File: src/rtl/alu_pkg.sv
// alu_pkg: opcode and state encodings shared by the pipelined ALU
package alu_pkg;
  typedef enum logic [3:0] {
    ADD   = 4'b0000,
    SUB   = 4'b1000,
    AND   = 4'b0111,
    OR    = 4'b0110,
    XOR   = 4'b0100,
    SLL   = 4'b0001,
    SRL   = 4'b0101,
    SRA   = 4'b1101,
    SLA   = 4'b0010,
    SLT   = 4'b0011,
    SLTU  = 4'b1011,
    MUL   = 4'b1010,
    MULHU = 4'b1001
  } opcode_e;
  typedef enum logic {IDLE, MULRUN} state_e;
endpackage

File: src/rtl/alu_pipelined_if.sv
// alu_pipelined_if: valid/ready operand and result bus of the pipelined ALU
interface alu_pipelined_if #(parameter int WIDTH = 32);
  logic             inValid;
  logic             inReady;
  logic [WIDTH-1:0] operandA;
  logic [WIDTH-1:0] operandB;
  logic [3:0]       operation;
  logic             outValid;
  logic             outReady;
  logic [WIDTH-1:0] result;
  logic             zeroFlag;
  logic             negativeFlag;
  logic             carryFlag;
  logic             overflowFlag;
  logic             busy;
  modport master (
    output inValid, operandA, operandB, operation, outReady,
    input  inReady, outValid, result, zeroFlag, negativeFlag, carryFlag, overflowFlag, busy
  );
  modport slave (
    input  inValid, operandA, operandB, operation, outReady,
    output inReady, outValid, result, zeroFlag, negativeFlag, carryFlag, overflowFlag, busy
  );
endinterface

File: src/rtl/mul_iterative.sv
// mul_iterative: radix-2 shift-add unsigned multiplier, one step per enabled edge
module mul_iterative #(parameter int WIDTH = 32) (
  input  logic               clk,
  input  logic               rstN,
  input  logic               start,
  input  logic               step,
  input  logic [WIDTH-1:0]   a,
  input  logic [WIDTH-1:0]   b,
  output logic               done,
  output logic [2*WIDTH-1:0] product
);
  localparam int CNT_W = $clog2(WIDTH);
  logic [WIDTH-1:0]   a_q;
  logic [2*WIDTH-1:0] p_q;
  logic [CNT_W-1:0]   cnt_q;
  logic [WIDTH:0]     sum;
  // add multiplicand into the upper half when the current multiplier bit is set
  always_comb sum = {1'b0, p_q[2*WIDTH-1:WIDTH]} + (p_q[0] ? {1'b0, a_q} : '0);
  // product is the partial product after the pending step, so it is final while done
  assign product = {sum, p_q[WIDTH-1:1]};
  assign done = cnt_q == '0;
  // latch operands on start, then shift right one bit per step; counter parks at 0
  always_ff @(posedge clk or negedge rstN)
    if (!rstN) begin
      a_q   <= '0;
      p_q   <= '0;
      cnt_q <= '0;
    end else if (start) begin
      a_q   <= a;
      p_q   <= {{WIDTH{1'b0}}, b};
      cnt_q <= CNT_W'(WIDTH - 1);
    end else if (step) begin
      p_q <= product;
      if (!done) cnt_q <= cnt_q - 1'b1;
    end
endmodule

File: src/rtl/alu_pipelined.sv
// alu_pipelined: registered ALU with flags, valid/ready handshake and iterative MUL/MULHU
module alu_pipelined
  import alu_pkg::*;
#(parameter int WIDTH = 32) (
  input logic            clk,
  input logic            rstN,
  alu_pipelined_if.slave bus
);
  localparam int SHAMT_W = $clog2(WIDTH);
  state_e             state_q, state_d;
  opcode_e            op;
  logic [WIDTH-1:0]   a, b, res_q, alu_r, mul_r, out_r;
  logic [WIDTH:0]     add_w, sub_w;
  logic [SHAMT_W-1:0] shamt;
  logic [2*WIDTH-1:0] prod;
  logic               ov_q, z_q, n_q, c_q, v_q, hi_q;
  logic               alu_c, alu_v, out_c, out_v;
  logic               free, accept, is_mul, load_alu, mul_step, mul_fin, mul_done;
  assign op    = opcode_e'(bus.operation);
  assign a     = bus.operandA;
  assign b     = bus.operandB;
  assign shamt = b[SHAMT_W-1:0];
  assign is_mul = op == MUL || op == MULHU;
  // single-cycle datapath: result plus carry/overflow for ADD and SUB only
  always_comb begin
    add_w = {1'b0, a} + {1'b0, b};
    sub_w = {1'b0, a} - {1'b0, b};
    alu_r = a;
    alu_c = 1'b0;
    alu_v = 1'b0;
    case (op)
      ADD: begin
        alu_r = add_w[WIDTH-1:0];
        alu_c = add_w[WIDTH];
        alu_v = (a[WIDTH-1] == b[WIDTH-1]) && (add_w[WIDTH-1] != a[WIDTH-1]);
      end
      SUB: begin
        alu_r = sub_w[WIDTH-1:0];
        alu_c = sub_w[WIDTH];
        alu_v = (a[WIDTH-1] != b[WIDTH-1]) && (sub_w[WIDTH-1] != a[WIDTH-1]);
      end
      AND:      alu_r = a & b;
      OR:       alu_r = a | b;
      XOR:      alu_r = a ^ b;
      SLL, SLA: alu_r = a << shamt;
      SRL:      alu_r = a >> shamt;
      SRA:      alu_r = $signed(a) >>> shamt;
      SLT:      alu_r = {{(WIDTH-1){1'b0}}, $signed(a) < $signed(b)};
      SLTU:     alu_r = {{(WIDTH-1){1'b0}}, a < b};
      default:  alu_r = a;
    endcase
  end
  mul_iterative #(.WIDTH(WIDTH)) u_mul (
    .clk(clk), .rstN(rstN), .start(accept && is_mul), .step(mul_step),
    .a(a), .b(b), .done(mul_done), .product(prod)
  );
  assign mul_r = hi_q ? prod[2*WIDTH-1:WIDTH] : prod[WIDTH-1:0];
  assign out_r = mul_fin ? mul_r : alu_r;
  assign out_c = !mul_fin && alu_c;
  assign out_v = !mul_fin && alu_v;
  // state register
  always_ff @(posedge clk or negedge rstN)
    if (!rstN) state_q <= IDLE;
    else state_q <= state_d;
  // next state: enter MULRUN on a multiply accept, leave once the final step can be written
  always_comb
    state_d = state_q == IDLE ? (accept && is_mul ? MULRUN : IDLE) : (mul_done && free ? IDLE : MULRUN);
  // handshake and multiplier control
  always_comb begin
    free     = !ov_q || bus.outReady;
    bus.inReady = state_q == IDLE && free;
    accept   = bus.inValid && bus.inReady;
    load_alu = accept && !is_mul;
    mul_fin  = state_q == MULRUN && mul_done && free;
    mul_step = state_q == MULRUN && (!mul_done || free);
  end
  // output register: load on completion, otherwise hold until the consumer takes it
  always_ff @(posedge clk or negedge rstN)
    if (!rstN) begin
      ov_q  <= 1'b0;
      res_q <= '0;
      z_q   <= 1'b0;
      n_q   <= 1'b0;
      c_q   <= 1'b0;
      v_q   <= 1'b0;
      hi_q  <= 1'b0;
    end else begin
      if (accept) hi_q <= op == MULHU;
      if (load_alu || mul_fin) begin
        ov_q  <= 1'b1;
        res_q <= out_r;
        z_q   <= out_r == '0;
        n_q   <= out_r[WIDTH-1];
        c_q   <= out_c;
        v_q   <= out_v;
      end else if (bus.outReady) ov_q <= 1'b0;
    end
  assign bus.outValid     = ov_q;
  assign bus.result       = res_q;
  assign bus.zeroFlag     = z_q;
  assign bus.negativeFlag = n_q;
  assign bus.carryFlag    = c_q;
  assign bus.overflowFlag = v_q;
  assign bus.busy         = state_q == MULRUN;
endmodule

File: src/flat_wrapper.sv
// flat-port wrapper written by rule: the top's interface ports become plain ports
module alu_pipelined_flat import alu_pkg::*;
#(parameter int WIDTH = 32)
  (clk, rstN, bus_inValid, bus_operandA, bus_operandB, bus_operation, bus_outReady, bus_inReady, bus_outValid, bus_result, bus_zeroFlag, bus_negativeFlag, bus_carryFlag, bus_overflowFlag, bus_busy);
  alu_pipelined_if #(.WIDTH(WIDTH)) bus_i ();
  input logic clk;
  input logic rstN;
  input wire logic [$bits(bus_i.inValid)-1:0] bus_inValid;
  input wire logic [$bits(bus_i.operandA)-1:0] bus_operandA;
  input wire logic [$bits(bus_i.operandB)-1:0] bus_operandB;
  input wire logic [$bits(bus_i.operation)-1:0] bus_operation;
  input wire logic [$bits(bus_i.outReady)-1:0] bus_outReady;
  output wire logic [$bits(bus_i.inReady)-1:0] bus_inReady;
  output wire logic [$bits(bus_i.outValid)-1:0] bus_outValid;
  output wire logic [$bits(bus_i.result)-1:0] bus_result;
  output wire logic [$bits(bus_i.zeroFlag)-1:0] bus_zeroFlag;
  output wire logic [$bits(bus_i.negativeFlag)-1:0] bus_negativeFlag;
  output wire logic [$bits(bus_i.carryFlag)-1:0] bus_carryFlag;
  output wire logic [$bits(bus_i.overflowFlag)-1:0] bus_overflowFlag;
  output wire logic [$bits(bus_i.busy)-1:0] bus_busy;
  assign bus_i.inValid = bus_inValid;
  assign bus_i.operandA = bus_operandA;
  assign bus_i.operandB = bus_operandB;
  assign bus_i.operation = bus_operation;
  assign bus_i.outReady = bus_outReady;
  assign bus_inReady = bus_i.inReady;
  assign bus_outValid = bus_i.outValid;
  assign bus_result = bus_i.result;
  assign bus_zeroFlag = bus_i.zeroFlag;
  assign bus_negativeFlag = bus_i.negativeFlag;
  assign bus_carryFlag = bus_i.carryFlag;
  assign bus_overflowFlag = bus_i.overflowFlag;
  assign bus_busy = bus_i.busy;
  alu_pipelined #(.WIDTH(WIDTH)) u_core (.clk(clk), .rstN(rstN), .bus(bus_i));
endmodule
File: config.mk
export PLATFORM = sky130hd
export DESIGN_NAME = alu_pipelined_flat
export DESIGN_NICKNAME = d
export VERILOG_FILES = /design/src/rtl/alu_pkg.sv /design/src/rtl/alu_pipelined_if.sv /design/src/rtl/mul_iterative.sv /design/src/rtl/alu_pipelined.sv /design/src/flat_wrapper.sv
export SDC_FILE = /design/constraint.sdc
export NUM_CORES = 1
export LEC_CHECK = 0
export ABC_AREA = 1
export CAP_MARGIN = 20
export CORE_MARGIN = 8
export CORE_UTILIZATION = 30
export DETAILED_ROUTE_END_ITERATION = 7
export PLACE_DENSITY_LB_ADDON = 0.08
export SLEW_MARGIN = 40
export SYNTH_ARGS = -nofsm -noshare
export SYNTH_HDL_FRONTEND = slang
export SYNTH_SLANG_ARGS = --single-unit
File: constraint.sdc
create_clock -name clk -period 3.7 [get_ports clk]
set_clock_uncertainty 0.15 [all_clocks]
set_input_delay 1.11 -clock clk [delete_from_list [all_inputs] [get_ports clk]]
set_output_delay 1.11 -clock clk [all_outputs]
set_load 0.02 [all_outputs]
[Word level (Yosys, flattened, before mapping)]
Cells that the tools add are included.
Storage, ports and cells
  register bits after elaboration: 140
  bits of input ports: 72
  word-level logic and storage cells: 84
Operators by class
  add/sub/neg operators: 4
  order comparisons: 2
  equal/unequal tests: 17
  shift operators: 3
  mux-type cells: 16
  bitwise gates (word level): 4
  reduce and logical (&&, ||, !) cells: 27
Operators by type and width (number)
  $pmux 32 s10: 1
  $mux 64: 2
  $mux 32: 3
  $lt 32x32->1: 2
  $add 32x32->33: 1
  $add 32x33->33: 1
  $sub 32x32->33: 1
  $and 32x32->32: 1
  $logic_not 32->1: 1
  $or 32x32->32: 1
  $shl 32x5->32: 1
  $shr 32x5->32: 1
  $sshr 32x5->32: 1
  $xor 32x32->32: 1
  $eq 4x4->1 const B: 5
  $eq 4x3->1 const B: 4
  $mux 5: 3
  $logic_and 1x1->1: 12
  $eq 4x2->1 const B: 2
  $logic_not 5->1: 1
  $mux 1: 5
  $sub 5x1->5 const B: 1
  $eq 4x1->1 const B: 1
  $logic_not 1->1: 4
  10 further kinds: 17

[Longest topological paths before layout]
  depth after elaboration: 7
  gate-level depth with buffers: 27

[By module]
A second synthesis with hierarchy kept.
Unflattened totals
  cell total of the unflattened synthesis: 3602
  area, all modules: 19834.0 µm²
By module, submodules not included
  alu_pipelined: times used 1, cells an instance 2539, area each 12742.2 µm², sequential area each 950.9 µm²
  mul_iterative: times used 1, cells an instance 1063, area each 7091.8 µm², sequential area each 2527.4 µm²

[Worst setup path before layout]
OpenSTA, ideal clock, no wires.
  path type: input port to flip-flop
  start: input bus_operandB[3]
  end: register u_core.z_q, in the netlist u_core.bus.zeroFlag
  library setup time: 0.066 ns
  arrival time: 3.592 ns
  setup slack: -0.108 ns
  stages on the path: 23
  path buffers: 4
  cell sequence: buf_2 -> clkinv_1 -> buf_2 -> buf_2 -> ha_1 -> clkbuf_2 -> inv_2 -> nand2_1 -> and2_4 -> or2_2 -> nand3_1 -> nand3_1 -> nor2_1 -> nand2_1 -> nand2_1 -> nand2_1 -> nor2_1 -> nand3_1 -> nor2_1 -> nand2_1 -> nor2_1 -> nand3_1 -> nand2_1
Between the ends
  cells in the longest elaborated chain, start to end: 4
  elaborated cells between the ends (all ways): 13
Ends and longest elaborated chain
  start: declaration: line flat_wrapper.sv:10  | input wire logic [$bits(bus_i.operandB)-1:0] bus_operandB;
  $sub 32x32->33 (tied with other cells): line alu_pipelined.sv:27  | sub_w = {1'b0, a} - {1'b0, b};
  $pmux 32 s10 (*): line alu_pipelined.sv:31  | case (op)
  $mux 32 (*): line alu_pipelined.sv:58  | assign out_r = mul_fin ? mul_r : alu_r;
  $logic_not 32->1 (*): line alu_pipelined.sv:92  | z_q <= out_r == '0;
  end signal: assignment: line alu_pipelined.sv:82  | z_q <= 1'b0;
  end signal: assignment: line alu_pipelined.sv:92
  end: declaration: line alu_pipelined.sv:16  | logic ov_q, z_q, n_q, c_q, v_q, hi_q;
Mark *: on every way between the ends. The rest lies on a longest branch, timed or not.
A chain may end at the register's enable or synchronous reset.

[Final worst setup path]
  start: input bus_operandA[23]
  end: register u_core.z_q, in the netlist u_core.bus.zeroFlag
Between the ends
  cells in the longest elaborated chain, start to end: 4
  elaborated cells between the ends (all ways): 13
Ends and longest elaborated chain
  start: declaration: line flat_wrapper.sv:9  | input wire logic [$bits(bus_i.operandA)-1:0] bus_operandA;
  $sub 32x32->33 (tied with other cells): line alu_pipelined.sv:27
  $pmux 32 s10 (*): line alu_pipelined.sv:31
  $mux 32 (*): line alu_pipelined.sv:58
  $logic_not 32->1 (*): line alu_pipelined.sv:92
Marked as above.

==> reports/results.txt <==
Crit Path Max Fanout = 5
Clock Tree Buf Depth = 2
Pint = 6060 uW
Worst-Skew Late Latency = 440 ps
Final setup fails = 1
Sink Count = 139
Sequential area share after synthesis = 18.8%
Area Overhead vs Synth = 55.4%
Final min period = 3710 ps
Failing checks = negative setup slack
Least-Margin Pin Slew = 769 ps
Vias in the first global route = 25700
CTS tree = built
Crit path required time = 3930 ps
Chip width = 264 um
Die Span Y = 264 um
# IOs = 111
Leakage = 0.0149 uW
Vias = 26100
FMAX = 269 MHz
Sequential group share of total power = 23.3%
Combinational share of power = 61.6%
H-tree lvl count = 4
Most frequent cells in the layout = nand2_1, buf_4, nand3_1
Max Slew Vio Count = 0
Proportion of layout cells with a drive suffix above 1 = 31.6%
Number of enable flip-flop cells after synthesis = 0
Post-synth top area cell = nand2_1
Initial Utilization = 30.2%
Via-per-instance ratio = 5.40
Syn Nets = 3423
Yosys top cell area share = 19.9%
Post-Route WL = 122000 um
Most common cell after layout, fill and taps aside = nand2_1
Routability Congestion = 1.06
Nets@finish = 4240
Worst hold path class = reg2reg
Crit path kind = in2reg
First-pass GRT wire length = 174000 um
Core box area = 61300 sq um
Design Area, Final = 28700 sq um
DR WL/cell = 25.3 um
Worst setup EP type = register
Max_slew headroom = 48.5%
VDD IR max = 0.271 mV
DP Area = 26100 sq um
Clock transition at path regs = 70 ps
Top FF cell, synth = dfrtp_1
Top post-synthesis cells by area = nand2_1, dfrtp_1, nand3_1
Grt total ovfl = 0
DRC = 0
Async SR Flop Fraction = 100%
Mean post-synth cell area = 5.76 sq um
HPWL after DPL = 104000 um
Antenna violations before repair = 4
Status = finished, violations left
Rows = 91
Power Density = 408 nW/um^2
CTS Buf Count = 17
Cells after synthesis = 3210
Port Buffer Count = 110
Synth Register Bits = 139
Fin util = 46.9%
NetSw = 5650 uW
CP arrival = 3940 ps
Sw frac = 48.2%
Synth warn = 0
Largest net degree at the start of global routing = 74
Clock network power share = 15.0%
Maxcap violations = 0
Startpoint Class = input port
Synth cell types = 54
Global Route Usage Sum = 33.8%
Drt first pass iters = 6
Worst setup margin = -13.9 ps
RSZ-0062 raised after global routing = yes
Die footprint = 69800 sq um
DR iter-0 viols = 2533
Clock root cell = clkbuf_16
Post-route ant nets = 0
Final count of hold timing violations = 0
Period utilization = 100%
Synthesized area = 18500 sq um
per-stage QoR:
stage	cells	hold slack [ps]	power (uW)	TNS [ps]	setup slack (ps)
floorplan	3210	301	6020	0	3.23
global placement	4758	315	9380	-21820	-1440
detailed placement	4759	323	9430	-21730	-1360
CTS	4822	340	11500	0	0.230
global route	4830	355	12400	-120	-88.4
finish	4832	333	11700	-13.9	-13.9
what timing repair did:
action / 4_1_cts / 5_1_grt
hold buffers: 0 / 0
resized for setup: 338 / 212
pin swaps: 84 / 82
hold endpoints to repair: 0 / 0
buffers inserted: 32 / 8
setup endpoints to repair: 31 / 18
cells by family after synthesis:
group           synth area share, %
simple gates                   42.7
xor+xnor                      0.806
buf+inv                        11.9
compound gates                 16.2
flops                          18.8
fa+ha+maj                      9.67
power groups by stage:
| stage | sequential [uW] | combinational, uW | clock [uW] |
|---|---|---|---|
| 6_report | 2730 | 7220 | 1760 |
| 5_1_grt | 2800 | 7760 | 1850 |
| 4_1_cts | 2710 | 6990 | 1790 |
| 3_5_place_dp | 2730 | 6690 | 0 |
| 3_3_place_gp | 2720 | 6660 | 0 |
| 2_1_floorplan | 2720 | 3300 | 0 |
area by class of cell:
cell class / instances / area (sq um)
fill: 6694 / 32500
multi-input combinational: 2530 / 14400
timing repair buffer: 940 / 7720
sequential: 139 / 3480
inverter: 399 / 1520
tap: 790 / 988
clock buffer: 18 / 429
clock inverter: 14 / 160
antenna: 2 / 5.00
routing by layer:
layer  global-route usage (%)  part of all wire, %
met5                        0                0.011
met4                     19.1                  7.0
met3                     4.62                  7.0
met2                     56.4                   46
met1                     41.6                   40
path summary, 6_finish.rpt:
check,depth (start not counted),endpoint,slack [ps],startpoint
max in group asynchronous,2,u_core.bus.result[27],2080,rstN
hold / removal,2,u_core.u_mul.a_q[19],330,u_core.u_mul.a_q[19]
setup reg to reg,20,u_core.bus.zeroFlag,140,u_core.u_mul.p_q[0]
hold reg to reg,2,u_core.u_mul.a_q[19],330,u_core.u_mul.a_q[19]
setup / recovery,19,u_core.bus.zeroFlag,-10,bus_operandA[23]
min in group asynchronous,1,u_core.u_mul.p_q[43],530,rstN
synthesized netlist by cell type, types with 11 or more instances:
master,number
nand2_1,978
nand3_1,497
inv_1,385
nor2_1,273
o21ai_0,166
a21oi_1,164
dfrtp_1,139
ha_1,138
clkbuf_1,67
buf_2,51
nand4_1,44
o221ai_1,31
o211ai_1,26
nor3_1,25
a31oi_1,23
o22ai_1,20
o21bai_1,17
a21o_1,15
o21ai_1,13
inv_2,12
xor2_1,11
critical path, cell delays in order:
cell,delay (ps)
clkdlybuf4s50_1,450
buf_4,200
ha_1,240
buf_4,160
a21oi_2,190
buf_4,150
a21boi_1,210
o21bai_1,100
nor2_1,160
nand3_1,110
nand3_2,110
nand3_2,120
nand2_4,110
nand2_4,60
nor2_4,160
nand2_1,80
nor2_1,80
nand3_1,70
nand2_1,60
state kept, by name (all words and copies together) (netlist names):
| register | flops |
|---|---|
| u_core.bus.busy | 1 |
| u_core.bus.carryFlag | 1 |
| u_core.bus.negativeFlag | 1 |
| u_core.bus.outValid | 1 |
| u_core.bus.overflowFlag | 1 |
| u_core.bus.result | 31 |
| u_core.bus.zeroFlag | 1 |
| u_core.hi_q | 1 |
| u_core.u_mul.a_q | 32 |
| u_core.u_mul.cnt_q | 5 |
| u_core.u_mul.p_q | 64 |
No activity file was read; power rests on OpenSTA's default activity.
